==> config.mk <==
export PLATFORM = sky130hd
export DESIGN_NAME = ram_port_arbiter
export DESIGN_NICKNAME = d
export VERILOG_FILES = /design/src/rtl/ram_port_arbiter.sv
export SDC_FILE = /design/constraint.sdc
export NUM_CORES = 1
export LEC_CHECK = 0
export ABC_AREA = 1
export CORE_MARGIN = 2
export CORE_UTILIZATION = 32
export CTS_BUF_LIST = sky130_fd_sc_hd__clkbuf_8 sky130_fd_sc_hd__clkbuf_16
export DETAILED_ROUTE_END_ITERATION = 6
export GPL_ROUTABILITY_DRIVEN = 0
export HOLD_SLACK_MARGIN = 0.15
export PLACE_DENSITY = 0.92
export SLEW_MARGIN = 20
export SYNTH_ARGS = -nofsm -noshare
export SYNTH_HDL_FRONTEND = slang
export SYNTH_SLANG_ARGS = --single-unit
==> constraint.sdc <==
create_clock -name clk -period 4.6 [get_ports clk]
set_clock_uncertainty 0.2 [all_clocks]
set_input_delay 0.92 -clock clk [delete_from_list [all_inputs] [get_ports clk]]
set_output_delay 0.92 -clock clk [all_outputs]
set_load 0.01 [all_outputs]
==> src/rtl/ram_port_arbiter.sv <==
// ram_port_arbiter: shares one single-port image RAM between requesters A and B
// with round-robin arbitration, optional exclusive lock and tagged read returns.
//
// lock state | meaning
// LOCK_NONE  | no owner, round-robin between A and B
// LOCK_A     | A owns the RAM, only A may be granted
// LOCK_B     | B owns the RAM, only B may be granted
module ram_port_arbiter #(
  parameter int DATA_WIDTH    = 8,
  parameter int ADDRESS_WIDTH = 8
) (
  input  logic                     clk,
  input  logic                     resetN,
  input  logic                     reqA,
  input  logic                     reqB,
  input  logic                     wEnA,
  input  logic                     wEnB,
  input  logic [ADDRESS_WIDTH-1:0] addrA,
  input  logic [ADDRESS_WIDTH-1:0] addrB,
  input  logic [DATA_WIDTH-1:0]    dataInA,
  input  logic [DATA_WIDTH-1:0]    dataInB,
  input  logic                     lockA,
  input  logic                     lockB,
  output logic                     grantA,
  output logic                     grantB,
  output logic                     rdValidA,
  output logic                     rdValidB,
  output logic [DATA_WIDTH-1:0]    rdData,
  output logic                     ramWEn,
  output logic [ADDRESS_WIDTH-1:0] ramAddr,
  output logic [DATA_WIDTH-1:0]    ramDataIn,
  input  logic [DATA_WIDTH-1:0]    ramDataOut
);

  typedef enum logic [1:0] {
    LOCK_NONE = 2'd0,
    LOCK_A    = 2'd1,
    LOCK_B    = 2'd2
  } lock_e;

  lock_e                 lock_q, lock_d;
  logic                  last_grant_q, last_grant_d;   // 0 = A, 1 = B
  logic                  pend_a_q, pend_a_d;
  logic                  pend_b_q, pend_b_d;
  logic                  rd_valid_a_q, rd_valid_a_d;
  logic                  rd_valid_b_q, rd_valid_b_d;
  logic [DATA_WIDTH-1:0] rd_data_q, rd_data_d;
  logic                  grant_a, grant_b;

  always_comb begin : arbitrate
    grant_a = 1'b0;
    grant_b = 1'b0;
    if (resetN) begin
      case (lock_q)
        LOCK_A: grant_a = reqA;
        LOCK_B: grant_b = reqB;
        default: begin
          if (reqA && reqB) begin
            grant_a = last_grant_q;
            grant_b = ~last_grant_q;
          end else begin
            grant_a = reqA;
            grant_b = reqB;
          end
        end
      endcase
    end
  end

  // With no grant the address/data follow A; harmless since only a read can occur.
  always_comb begin : ram_mux
    ramWEn    = 1'b0;
    ramAddr   = addrA;
    ramDataIn = dataInA;
    if (grant_b) begin
      ramWEn    = wEnB;
      ramAddr   = addrB;
      ramDataIn = dataInB;
    end else if (grant_a) begin
      ramWEn    = wEnA;
    end
  end

  always_comb begin : next_state
    last_grant_d = last_grant_q;
    if (grant_a) last_grant_d = 1'b0;
    if (grant_b) last_grant_d = 1'b1;

    lock_d = lock_q;
    case (lock_q)
      LOCK_A: if (!lockA) lock_d = LOCK_NONE;
      LOCK_B: if (!lockB) lock_d = LOCK_NONE;
      default: begin
        if (grant_a && lockA)      lock_d = LOCK_A;
        else if (grant_b && lockB) lock_d = LOCK_B;
        else                       lock_d = LOCK_NONE;
      end
    endcase

    pend_a_d     = grant_a & ~wEnA;
    pend_b_d     = grant_b & ~wEnB;
    rd_valid_a_d = pend_a_q;
    rd_valid_b_d = pend_b_q;
    rd_data_d    = (pend_a_q | pend_b_q) ? ramDataOut : rd_data_q;
  end

  always_ff @(posedge clk) begin
    if (!resetN) begin
      lock_q       <= LOCK_NONE;
      last_grant_q <= 1'b1;
      pend_a_q     <= 1'b0;
      pend_b_q     <= 1'b0;
      rd_valid_a_q <= 1'b0;
      rd_valid_b_q <= 1'b0;
      rd_data_q    <= '0;
    end else begin
      lock_q       <= lock_d;
      last_grant_q <= last_grant_d;
      pend_a_q     <= pend_a_d;
      pend_b_q     <= pend_b_d;
      rd_valid_a_q <= rd_valid_a_d;
      rd_valid_b_q <= rd_valid_b_d;
      rd_data_q    <= rd_data_d;
    end
  end

  assign grantA   = grant_a;
  assign grantB   = grant_b;
  assign rdValidA = rd_valid_a_q;
  assign rdValidB = rd_valid_b_q;
  assign rdData   = rd_data_q;

endmodule

==> Word-level counts from Yosys, hierarchy flattened <==
Index checks and enable logic that the tools add are counted.
{ "classes": {"addsub": 0, "multipliers": 0, "div_mod_pow": 0, "magnitude_cmp": 0, "n_eq_ne": 4, "shift": 0, "muxes": 15, "bitwise": 7, "reduce_logical": 5} }
{ "ops": {"columns": ["operator", "n"], "rows": [
  ["$mux 8", 2],
  ["$mux 2", 4],
  ["$mux 1", 6],
  ["$ne 2x2->1 const B", 2],
  ["$not 1->1", 4],
  ["$pmux 1 s2", 2],
  ["$pmux 2 s2", 1],
  ["$logic_and 1x1->1", 3],
  ["$and 1x1->1", 2],
  ["$eq 2x1->1 const B", 1],
  ["$eq 2x2->1 const B", 1],
  ["$reduce_and 2->1", 1],
  ["$reduce_or 2->1", 1],
  ["$or 1x1->1", 1]
]} }
{ "totals": {"ff_bits": 15, "latchBits": 0, "mem_bits_rw": 0, "rom_bits": 0, "input_bits": 48, "out_inout_bits": 29, "elab_cells": 38, "mem_count": 0} }

==> Logic depth before layout (Yosys ltp) <==
Gate-level depths: netlist of the first run.
{ "logic_depth": {"ltp_word": 8, "depth_mapped": 9, "ltp_nobuf": 9} }

==> Worst setup path after synthesis of the first run <==
OpenSTA, ideal clock, no wires.
{ "synth_path": {"path_type": "input-to-output", "from": "input port reqB", "to": "output port ramWEn", "t_arrival_ns": 1.589, "required_ns": 3.480, "setup_slack_ns": 1.891, "cell_stages": 5, "cell_sequence": "nand3_1 > nand2_1 > nor2_1 > nand2_1 > a21oi_1"} }
{ "synth_via": {"elab_chain_len": 6, "word_cells_on_any_way": 9, "classes_between": "8 x mux; 1 x reduce/logical"} }
{ "synth_rtl": {"columns": ["element", "line_no", "text"], "rows": [
  ["start: declaration", "15", "input logic reqB,"],
  ["$logic_and 1x1->1", "58", "if (reqA && reqB) begin"],
  ["$mux 1", "58", null],
  ["$pmux 1 s2", "54", "case (lock_q)"],
  ["$mux 1", "53", "if (resetN) begin"],
  ["via grantA", "24", "output logic grantA,"],
  ["$mux 1", "79", "end else if (grant_a) begin"],
  ["$mux 1", "75", "if (grant_b) begin"],
  ["end: declaration", "29", "output logic ramWEn,"]
]} }
The timed path passes the listed nets, and every way through them passes these cells.

==> Final worst setup path of the first run <==
{ "layout_path": {"from": "input port resetN", "to": "output port ramDataIn[0]"} }
{ "layout_via": {"elab_chain_len": 2} }
{ "layout_rtl": {"columns": ["element", "line_no", "text"], "rows": [
  ["start: declaration", "13", "input logic resetN,"],
  ["$mux 1", "53", null],
  ["$mux 8", "75", null],
  ["end: declaration", "31", "output logic [DATA_WIDTH-1:0] ramDataIn,"]
]} }
No other way between the ends.

==> results of run 1 <==
## state kept, by name, summed over array words and instances (netlist names)
signal and cells:
last_grant_q 1, rdData 8, rdValidB 1, pend_a_q 1, rdValidA 1, pend_b_q 1, lock_q 2
## power groups by stage
stage	combinational, mW	sequential, mW	clock (mW)
3_5_place_dp	0.132	0.145	0
2_1_floorplan	0.0455	0.147	0
6_report	0.131	0.142	0.102
4_1_cts	0.133	0.142	0.106
5_1_grt	0.145	0.142	0.116
3_3_place_gp	0.131	0.144	0
## worst max-delay path: cells and delay by family
family / cells / cell delay (ps)
AND/OR/NAND/NOR: 3 / 450
buffers and inverters: 3 / 1520
## cell usage after synthesis
cell type / instances / area share, %
a21oi_1: 4 / 2.5
buf_6: 3 / 4.2
clkbuf_1: 1 / 0.46
dfxtp_1: 15 / 37
ha_1: 2 / 3.1
inv_1: 9 / 4.2
inv_2: 1 / 0.46
nand2_1: 57 / 26
nand3_1: 3 / 1.9
nand3_2: 1 / 1.2
nor2_1: 24 / 11
nor2_2: 1 / 0.77
nor3_1: 1 / 0.62
o21ai_0: 10 / 6.2
## cell type report
type | instances | area, um^2
clock inverter | 1 | 5.00
multi-input combinational | 103 | 435
tap | 30 | 37.5
timing repair buffer | 77 | 768
inverter | 10 | 37.5
fill | 220 | 807
clock buffer | 3 | 41.3
sequential | 15 | 300
## metal layers
| layer | up-vias | share of wire (%) | global-route usage, % |
|---|---|---|---|
| met1 | 432 | 42 | 19.8 |
| met5 | - | 0 | 0 |
| met4 | 0 | 0.53 | 3.75 |
| met3 | 2 | 7.1 | 6.28 |
| met2 | 40 | 50 | 31.3 |
| li1 | 557 | - | - |
## metrics by stage
stage | hold WS [ps] | setup WS, ps | total power, mW
2_1_floorplan | 214 | 1890 | 0.193
3_3_place_gp | 225 | 607 | 0.275
3_5_place_dp | 228 | 558 | 0.277
4_1_cts | 237 | 557 | 0.381
5_1_grt | 245 | 377 | 0.403
6_report | 234 | 581 | 0.375
## worst paths after layout
path / start / end / slack [ps] / cells past startpoint
setup / recovery: resetN / ramDataIn[0] / 580 / 6
hold reg to reg: pend_b_q / rdValidB / 230 / 2
hold / removal: pend_b_q / rdValidB / 230 / 2
setup reg to reg: lock_q[0] / lock_q[1] / 2910 / 8
## kinds of logic after synthesis
kind of cell,after synthesis,share of synthesized area [%]
buffers and inverters,14,9.26
DFF,15,37.0
and+or+nand+nor,87,42.0
adders and majority gates,2,3.09
AOI/OAI and AO/OA,14,8.64
==> results.cfg, run 1 <==
[clock_tree]
cts_root_buf = clkbuf_8
cts_tree = built
cts-hold-fix-buffers = 0
post_cts_buffers = 0
numClockSinks = 15
numCtsBuffers = 3
htreeDepth = 1
clock_latency_ps = 240
cts_resized = 0
clk_pin_slew_worst_paths_ps = 60
clock_tree.buffer_depth = 2

[routing]
drc = 0
drt-wirelength-per-cell_um = 10.3
drt_wl_total_mm = 2.47
viasPerCell = 4.31
drt_pass1_iterations = 4
ant_nets = 0
via_count = 1031
drt_iter0_drc = 14

[placement]
place_area_um2 = 1580
dp_hpwl_mm = 2.07
port_buffers = 76
post-place-cells = 235

[synthesis]
ys_seq_elements = 15
synthCells = 132
yosys_warnings = 0
syn_avg_cell_area_um2 = 6.14
ys_seq_area_share_pct = 37.0
syn_area_um2 = 811
synth.distinct_cells = 14
syn_nets = 182

[power]
p_leak_nw = 0.744
ir_drop_mv = 0.212
p_switching_uw = 96.2
power_frac_comb_pct = 35.0
clockPowerShare_pct = 27.3
switching_share_pct = 25.6
p_seq_share_pct = 37.7
power_density_nw_per_um2 = 231
internal-power_uw = 279

[global_route]
grt_max_degree = 18
grt_usage_pct = 17.5
grt_pass1_vias = 930
grt_first_pass_wirelength_mm = 3.82
grt-ovfl-total = 0
antenna_found_initial = 0

[final_layout]
syn_to_final_growth_pct = 100
final_area_um2 = 1630
drive_above_1_share_pct = 3.83
n_antenna_cell = 0
final_cells = 239
final_common_cell = clkdlybuf4s50_1
final_cell_mix = clkdlybuf4s50_1 (76), nand2_1 (57), nor2_1 (24), dfxtp_1 (15), o21ai_0 (10)
final_nets = 260
finalCoreUtilization_pct = 66.8

[timing]
drv_slew = 0
setup_viol = 0
timing.final.crit_share_pct = 87.4
setup-tns-final_ps = 0
min_period_ps = 4020
rsz0062_at_grt = false
max_freq_mhz = 249
tightestPinTransition_ps = 446
relSlewSlack_pct = 70.1
finalHoldViolCount = 0

[setup_path]
cp_max_fo = 17
timing_worst_setup_path_type = primary input to output port
critPathSlowestCell = clkdlybuf4s50_1
crit_arrival_ps = 2900
critPathCaptureType = output port
crit_path_cell_trace = clkdlybuf4s50_1, nand3_2, inv_2, nand2_1, nand2_1, clkdlybuf4s50_1
critPathMaxStageDelay_ps = 700
crit_required_ps = 3480
start_kind = primary input

[status]
run_status = finished clean

[floorplanning]
coreArea_um2 = 2430
io_pins = 77
core.rowCount = 18
die-area_um2 = 2950
die_h_um = 54.3
die_w_um = 54.3
start_util_pct = 33.3

[flow_run]
max-cap-violations = 0

[hold_path]
hp-class = flip-flop to flip-flop
No activity file was read; power rests on OpenSTA's default activity.
==> run 2, diff against run 1 <==
Settings changed: GPL_ROUTABILITY_DRIVEN 0 to not set, RECOVER_POWER set to 100.
==> results.cfg, run 2 (synthesis results as in run 1) <==
[timing]
drv_slew = 0
tightestPinTransition_ps = 445
fin_hold_ws_ps = 234
min_period_ps = 4160
setup-tns-final_ps = 0
max_freq_mhz = 241
setup_viol = 0
worst_slack_ps = 444
timing.final.crit_share_pct = 90.4
relSlewSlack_pct = 70.2
finalHoldViolCount = 0
rsz0062_at_grt = false

[floorplanning]
io_pins = 77
die_h_um = 54.3
coreArea_um2 = 2430
core.rowCount = 18
die-area_um2 = 2950
start_util_pct = 33.3
die_w_um = 54.3

[setup_path]
timing_worst_setup_path_type = primary input to output port
crit_path_cell_trace = dlygate4sd3_1, nand3_2, inv_2, nand2_1, nand2_1, dlygate4sd3_1
crit_buf_inv = 3
crit_arrival_ps = 3040
critPathMaxStageDelay_ps = 770
critPathCaptureType = output port
crit_family = buffers and inverters
start_kind = primary input
r2r_start = lock_q[0]
cp_max_fo = 17
r2r_end = lock_q[1]
critPathSlowestCell = dlygate4sd3_1
crit_required_ps = 3480
r2r_cells = 8
reg2reg_slack_ps = 2910

[global_route]
grt_pass1_vias = 930
antenna_found_initial = 0
grt_first_pass_wirelength_mm = 3.82
grt-ovfl-total = 0
grt_usage_pct = 17.5
grt_max_degree = 18

[status]
run_status = finished clean

[hold_path]
worstHoldPathCells = 2
hp-start = pend_b_q
hold_end = rdValidB
hp-class = flip-flop to flip-flop

[clock_tree]
numCtsBuffers = 3
cts_resized = 0
clock_tree.buffer_depth = 2
htreeDepth = 1
numClockSinks = 15
cts_root_buf = clkbuf_8
clk_pin_slew_worst_paths_ps = 60
cts_tree = built
cts-hold-fix-buffers = 0
post_cts_buffers = 0
clock_latency_ps = 240

[placement]
gp_congestion = 0.803
post-place-cells = 235
pre_cts_slack_ps = 558
dp_hpwl_mm = 2.07
port_buffers = 76

[routing]
drt_pass1_iterations = 4
ant_nets = 0
drc = 0
viasPerCell = 4.34
drt-wirelength-per-cell_um = 10.3
drt_wl_total_mm = 2.46
drt_iter0_drc = 15
via_count = 1037

[final_layout]
finalCoreUtilization_pct = 66.8
final_cells = 239
syn_to_final_growth_pct = 100
drive_above_1_share_pct = 3.83
final_common_cell = nand2_1
largest_reg_flops = 8
final_nets = 260
n_antenna_cell = 0
final_cell_mix = nand2_1 (57), clkdlybuf4s50_1 (47), dlygate4sd3_1 (29), nor2_1 (24), dfxtp_1 (15)

[power]
power_density_nw_per_um2 = 226
ir_drop_mv = 0.209
p_leak_nw = 0.785

[flow_run]
max-cap-violations = 0
[run 2: cell types whose count changed in the layout (fill, tap and decap cells not counted), sizes merged]
cell,before,now
clkdlybuf4s50,76,47
dlygate4sd3,0,29
[run 2: metrics by stage]
stage	total power, mW	area (um^2)
2_1_floorplan	0.193	811
3_3_place_gp	0.275	1580
3_5_place_dp	0.277	1580
4_1_cts	0.381	1630
5_1_grt	0.395	1630
6_report	0.367	1630
[run 2: tightest hold or removal path, cell delays in order (launching register included)]
cell and delay (ps):
dfxtp_1 310, nand2_1 60, inv_1 30
[run 2: worst max path at each step]
stage	from	endpoint	slack, ps	cells after the start
4_1_cts	resetN	ramDataIn[0]	560	6
3_3_place_gp	resetN	ramDataIn[0]	610	6
5_1_grt	resetN	ramDataIn[0]	240	6
3_5_place_dp	resetN	ramDataIn[0]	560	6
2_1_floorplan	reqB	ramWEn	1890	5
6_report	resetN	ramDataIn[0]	440	6
[run 2: per-layer routing]
metal  global-route usage, %  part of all wire [%]  up-vias
met3                    6.28                   7.2        2
met5                       0                     0        -
met4                    3.75                  0.53        0
met1                    19.8                    42      438
met2                    31.3                    51       40
li1                        -                     -      557
[run 2: area by class of cell]
type | count | area (um^2)
Clock buffer | 3 | 41.3
Clock inverter | 1 | 5.00
Fill cell | 220 | 807
Inverter | 10 | 37.5
Multi-Input combinational cell | 103 | 435
Sequential cell | 15 | 300
Tap cell | 30 | 37.5
Timing Repair Buffer | 77 | 768
[run 2: power breakdown]
part,internal [mW],switching (mW),total [mW]
combinational,0.0741,0.0490,0.123
sequential,0.138,0.00355,0.141
clock,0.0598,0.0426,0.102
